## config.mk

```make
export PLATFORM = sky130hd
export DESIGN_NAME = tdc_uart_rx
export DESIGN_NICKNAME = d
export VERILOG_FILES = /design/src/rtl/tdc_uart_rx.sv
export SDC_FILE = /design/constraint.sdc
export NUM_CORES = 1
export LEC_CHECK = 0
export CAP_MARGIN = 20
export CORE_AREA = 2 2 82 84
export CTS_CLUSTER_SIZE = 24
export DETAILED_ROUTE_END_ITERATION = 10
export DIE_AREA = 0 0 84 86
export GPL_TIMING_DRIVEN = 0
export PLACE_DENSITY_LB_ADDON = 0.3
export SETUP_SLACK_MARGIN = 0.02
export SYNTH_ARGS = -nofsm -noshare
export SYNTH_HDL_FRONTEND = slang
export SYNTH_SLANG_ARGS = --single-unit
```

## constraint.sdc

```tcl
create_clock -name clk -period 3.32 [get_ports clk]
set_input_delay 0.664 -clock clk [delete_from_list [all_inputs] [get_ports clk]]
set_output_delay 0.664 -clock clk [all_outputs]
set_load 0.03 [all_outputs]
```

## src/rtl/tdc_uart_rx.sv

```systemverilog
// tdc_uart_rx: UART receiver that assembles SYNC/HI/LO byte frames into
// 16-bit TDC measurements with a valid/ready handshake, a sticky overrun flag
// and a one-cycle stop-bit error pulse.
module tdc_uart_rx #(
   parameter int          CLKS_PER_BIT = 104,
   parameter logic [7:0]  SYNC_BYTE    = 8'hA5,
   parameter int          GAP_BITS     = 20
) (
   input  logic        clk,
   input  logic        rst_n,
   input  logic        rx,
   output logic [15:0] meas,
   output logic        meas_valid,
   input  logic        meas_ready,
   output logic        frame_err,
   output logic        overrun
);

   // Bit engine states
   localparam logic [1:0] ENG_IDLE  = 2'd0;
   localparam logic [1:0] ENG_START = 2'd1;
   localparam logic [1:0] ENG_DATA  = 2'd2;
   localparam logic [1:0] ENG_STOP  = 2'd3;

   // Frame assembler states
   localparam logic [1:0] ASM_HUNT = 2'd0;
   localparam logic [1:0] ASM_HI   = 2'd1;
   localparam logic [1:0] ASM_LO   = 2'd2;

   localparam int TW = $clog2(CLKS_PER_BIT);
   localparam logic [TW-1:0] BIT_LAST  = TW'(CLKS_PER_BIT - 1);
   localparam logic [TW-1:0] HALF_LAST = TW'(CLKS_PER_BIT / 2 - 1);
   localparam logic [TW-1:0] TIMER_MAX = '1;

   // Gap counter must be able to represent one count beyond the limit
   localparam int GAP_LIMIT = GAP_BITS * CLKS_PER_BIT;
   localparam int GW = $clog2(GAP_LIMIT + 2);
   localparam logic [GW-1:0] GAP_SAT = GW'(GAP_LIMIT + 1);

   logic          rx_s1_q, rx_s2_q;
   logic          rx_sync;
   logic [1:0]    eng_q, eng_d;
   logic [TW-1:0] timer_q, timer_d, timer_inc;
   logic [2:0]    bit_cnt_q, bit_cnt_d;
   logic [7:0]    shift_q, shift_d;
   logic          byte_stb_q, byte_stb_d;
   logic          frame_err_q, frame_err_d;
   logic [1:0]    asm_q, asm_d;
   logic [7:0]    hi_q, hi_d;
   logic [GW-1:0] gap_q, gap_d;
   logic [15:0]   meas_q, meas_d;
   logic          valid_q, valid_d;
   logic          overrun_q, overrun_d;
   logic          start_det, gap_expired, frame_done, xfer;

   assign rx_sync = rx_s2_q;

   // Two-flop synchronizer for the asynchronous line, idling high
   always_ff @(posedge clk or negedge rst_n) begin
      if (!rst_n) begin
         rx_s1_q <= 1'b1;
         rx_s2_q <= 1'b1;
      end else begin
         rx_s1_q <= rx;
         rx_s2_q <= rx_s1_q;
      end
   end

   assign timer_inc = (timer_q == TIMER_MAX) ? timer_q : timer_q + TW'(1);
   assign start_det = (eng_q == ENG_IDLE) && !rx_sync;

   // Bit engine: start validation at mid-bit, then sample once per bit period
   always_comb begin
      eng_d       = eng_q;
      timer_d     = timer_inc;
      bit_cnt_d   = bit_cnt_q;
      shift_d     = shift_q;
      byte_stb_d  = 1'b0;
      frame_err_d = 1'b0;
      case (eng_q)
         ENG_IDLE: begin
            timer_d = '0;
            if (!rx_sync) eng_d = ENG_START;
         end
         ENG_START: begin
            if (timer_q == HALF_LAST) begin
               timer_d   = '0;
               bit_cnt_d = 3'd0;
               eng_d     = rx_sync ? ENG_IDLE : ENG_DATA;
            end
         end
         ENG_DATA: begin
            if (timer_q == BIT_LAST) begin
               timer_d   = '0;
               shift_d   = {rx_sync, shift_q[7:1]};
               bit_cnt_d = bit_cnt_q + 3'd1;
               if (bit_cnt_q == 3'd7) eng_d = ENG_STOP;
            end
         end
         default: begin
            if (timer_q == BIT_LAST) begin
               timer_d     = '0;
               eng_d       = ENG_IDLE;
               byte_stb_d  = rx_sync;
               frame_err_d = !rx_sync;
            end
         end
      endcase
   end

   // Bit engine registers; the received byte stays in shift_q while the strobe is high
   always_ff @(posedge clk or negedge rst_n) begin
      if (!rst_n) begin
         eng_q       <= ENG_IDLE;
         timer_q     <= '0;
         bit_cnt_q   <= 3'd0;
         shift_q     <= 8'h00;
         byte_stb_q  <= 1'b0;
         frame_err_q <= 1'b0;
      end else begin
         eng_q       <= eng_d;
         timer_q     <= timer_d;
         bit_cnt_q   <= bit_cnt_d;
         shift_q     <= shift_d;
         byte_stb_q  <= byte_stb_d;
         frame_err_q <= frame_err_d;
      end
   end

   assign gap_expired = (gap_q == GAP_SAT);
   assign xfer        = valid_q && meas_ready;

   // Frame assembler, inter-byte gap timeout and measurement handshake
   always_comb begin
      asm_d      = asm_q;
      hi_d       = hi_q;
      gap_d      = gap_q;
      meas_d     = meas_q;
      valid_d    = valid_q;
      overrun_d  = overrun_q;
      frame_done = 1'b0;

      if (asm_q == ASM_HUNT || byte_stb_q)
         gap_d = '0;
      else if (eng_q == ENG_IDLE && !gap_expired)
         gap_d = gap_q + GW'(1);

      if (frame_err_q && asm_q != ASM_HUNT) begin
         asm_d = ASM_HUNT;
      end else if (start_det && gap_expired && asm_q != ASM_HUNT) begin
         asm_d = ASM_HUNT;
      end else if (byte_stb_q) begin
         case (asm_q)
            ASM_HUNT: if (shift_q == SYNC_BYTE) asm_d = ASM_HI;
            ASM_HI: begin
               hi_d  = shift_q;
               asm_d = ASM_LO;
            end
            default: begin
               frame_done = 1'b1;
               asm_d      = ASM_HUNT;
            end
         endcase
      end

      if (frame_done) begin
         if (!valid_q || meas_ready) begin
            meas_d  = {hi_q, shift_q};
            valid_d = 1'b1;
         end else begin
            overrun_d = 1'b1;
         end
      end else if (xfer) begin
         valid_d = 1'b0;
      end
   end

   // Assembler and output registers
   always_ff @(posedge clk or negedge rst_n) begin
      if (!rst_n) begin
         asm_q     <= ASM_HUNT;
         hi_q      <= 8'h00;
         gap_q     <= '0;
         meas_q    <= 16'h0000;
         valid_q   <= 1'b0;
         overrun_q <= 1'b0;
      end else begin
         asm_q     <= asm_d;
         hi_q      <= hi_d;
         gap_q     <= gap_d;
         meas_q    <= meas_d;
         valid_q   <= valid_d;
         overrun_q <= overrun_d;
      end
   end

   assign meas       = meas_q;
   assign meas_valid = valid_q;
   assign frame_err  = frame_err_q;
   assign overrun    = overrun_q;

endmodule
```

==> results.md <==
* Row count at 29
* Crit path kind: reg -> out
* IO Port Bufs at 22
* P&R area growth vs syn at 17.10%
* Via count at 1790
* Core Util, Final at 54.73%
* DR iter-0 viols at 101
* Clock Skews at 6.136 ps
* Final slew viol count at 0
* Setup Viol. Count Final at 0
* Hold Violations, Final at 0
* Slowest cell on crit path: clkdlybuf4s50_1
* Worst-margin pin slew at 782.3 ps
* Total CTS buffers at 9
* Core area at 0.006277 mm2
* Drt drc at 0
* Met1 Wirelength at 2413 um
* Commonest non-fill, non-tap cell in the layout: dfrtp_1
* Wire per inst at 13.95 um
* Post-route insts no fill at 342
* Fin crit period at 2091 ps
* CTS tree: done
* Met3 wire length at 154 um
* GRT overflow at 0
* Pwr Density at 418.3 mW/mm2
* Final wirelength at 4772 um
* Status: completed
* Class of the worst hold path: reg -> reg
* Post-DP HPWL at 3239 um
* Die area at 0.007224 mm2
* Ys flop type: dfrtp_1
* Endpoint class of the critical path: output port
* Syn Std Cell Area at 0.002934 mm2
* Hold-fix buffers, CTS at 0
* H-tree levels at 3
* Critical Path, Cell by Cell: clkdlybuf4s50_1
* Number of synthesized flops with an enable pin at 0
* RSZ-0062 raised after global routing: no
* Pleak at 1.570 nW
* Final Cell Area at 0.003436 mm2
* Multi-input logic area at 0.001259 mm2
* Synth top area share at 52.88%
* Mean Syn Cell Area at 12.93 um2
* Number of antenna repair diodes at 0
* Setup Buffers After CTS at 0
* Critical Path RT at 2660 ps
* Int Pwr at 1.127 mW
* Post-synth ARST share at 100.0%
* Critical path's top delay family: buffers and inverters
* Synthesized instance count at 227
* RePlAce Congestion at 0.8283
* Die Wd at 84 um
* First-pass GRT wire length at 8742 um
* Most frequent cells in the layout: dfrtp_1, nor2_1, clkdlybuf4s50_1
* Bufs on Longest Clock Path at 2
* Power Total at 1.437 mW
* Overall routing resource usage at 15.55%
* Fin Hold WS at 356.6 ps
* Largest net degree at the start of global routing at 65
* Startpoint types: register
* Die Y at 86 um
* Crit share post-route at 62.98%
* Syn_nets at 236
* Synth unique cells at 51
* Worst path bufs/invs at 1
* Placed insts at 326
* Psw at 310.0 uW
* Initial Utilization at 46.74%
* Maxcap violations at 0
* CP max stage delay at 690 ps
* Sequential fraction of the synthesis area at 54.67%
* Synth area leaders: dfrtp_1, mux2_4, mux2_2, nor2_1, ha_1
* Cell Area, Placed at 0.003248 mm2
* DRT Pass-1 Iters at 4
* Combinational power share at 1.2%
* YS warnings at 0
* DR WL met2 at 2094 um
* Clock sink total at 64
* Net Sw Frac at 21.56%
* Worst relative slew slack at 47.85%
* Antenna-violating nets left at 0
* Seq. cell area at 0.001604 mm2
* IO Pins at 23
* Clk pwr share at 44.3%
* Leading area contributor after synthesis: dfrtp_1
* Nets at 269
* Number of global-route vias before repair at 1841
* Sequential power share at 54.5%
* Initial antenna violation count at 0
* Worst skew pair latency at 340 ps
* Uppermost layer routed: met4
* Clock transition at path regs at 70 ps
* # fillers at 541
* Crit-path max FO at 2
* Crit path DAT at 1430 ps
* Max Fclk at 478.2 MHz
* CTS resizes at 0
* Seq cells post-synth at 64
* Via density at 5.234
* Clock tree root buffer cell: clkbuf_8
* Layout cell share with drive strength beyond 1 at 23.77%
* Max rail drop VDD at 0.0002832 V
power by group through the flow:
stage / sequential [mW] / clock [mW] / combinational, mW
floorplan: 0.797 / 0 / 0.000809
global placement: 0.797 / 0 / 0.0198
detailed placement: 0.797 / 0 / 0.0195
CTS: 0.782 / 0.656 / 0.0194
global route: 0.782 / 0.696 / 0.0223
finish: 0.783 / 0.637 / 0.0179
path summary, 6_finish.rpt:
path                                      startpoint                     to  slack (ps)  cells past startpoint
worst min register to register     rx_s1_q$_DFF_PN1_      rx_s2_q$_DFF_PN1_         360                      0
max in group asynchronous                      rst_n  gap_q[10]$_DFFE_PN0P_        2390                      1
worst max register to register  gap_q[1]$_DFFE_PN0P_    meas[8]$_DFFE_PN0P_        1250                      7
worst max-delay path             frame_err$_DFF_PN0_              frame_err        1230                      1
worst min-delay path               rx_s1_q$_DFF_PN1_      rx_s2_q$_DFF_PN1_         360                      0
min in group asynchronous                      rst_n   timer_q[2]$_DFF_PN0_         390                      1
cells by family (layout without fill, tap and decap cells):
logic type | count (synthesis) | in the layout | share of synthesized area [%]
simple gates | 78 | 78 | 16.38
flops | 64 | 64 | 54.67
mux | 34 | 34 | 15.14
compound gates | 23 | 23 | 5.971
buf+inv | 12 | 50 | 2.431
xor+xnor | 11 | 11 | 3.284
fa+ha+maj | 5 | 5 | 2.132
stage by stage:
step,TNS [ps],setup WS (ps)
finish,0,1229
global route,0,1111
CTS,0,1198
detailed placement,0,1113
global placement,-30320,-492.5
floorplan,0,1463
area by class of cell:
| class | instances | area share, % |
|---|---|---|
| buffer | 6 | 1.420 |
| clock buffer | 10 | 3.714 |
| clock inverter | 6 | 1.748 |
| inverter | 6 | 0.6555 |
| multi-input combinational | 151 | 36.64 |
| sequential | 64 | 46.69 |
| tap | 77 | 2.804 |
| timing repair buffer | 22 | 6.336 |
layer usage:
layer / vias up / GRT usage [%]
li1: 880 / -
met2: 27 / 22.18
met3: 9 / 3.465
met1: 874 / 22.01
met5: - / 0
met4: 0 / 8.798
synth_stat cells, types with 2 or more instances:
master and number:
mux2_4 17, nor2b_1 4, nor3_1 8, a311oi_1 3, and3_1 3, nor4_1 2
xnor2_1 7, a21oi_1 5, clkbuf_1 2, mux2_2 15, a31oi_1 2, mux2i_1 2
ha_1 5, a211oi_1 3, inv_1 6, and2_1 2, nand2_1 7, nand4_1 5
or3_1 2, buf_2 2, xor2_1 4, o21ai_0 3, nand2b_1 2, dfrtp_1 62
nand3_1 6, nor2_1 22, dfstp_2 2
flip-flops by register name (all words and copies together) (netlist names):
signal      flops
timer_q         7
meas           16
hi_q            8
rx_s1_q         1
eng_q           2
rx_s2_q         1
gap_q          12
overrun         1
frame_err       1
bit_cnt_q       3
asm_q           2
byte_stb_q      1
shift_q         8
meas_valid      1
(Power assumes the default switching activity.)
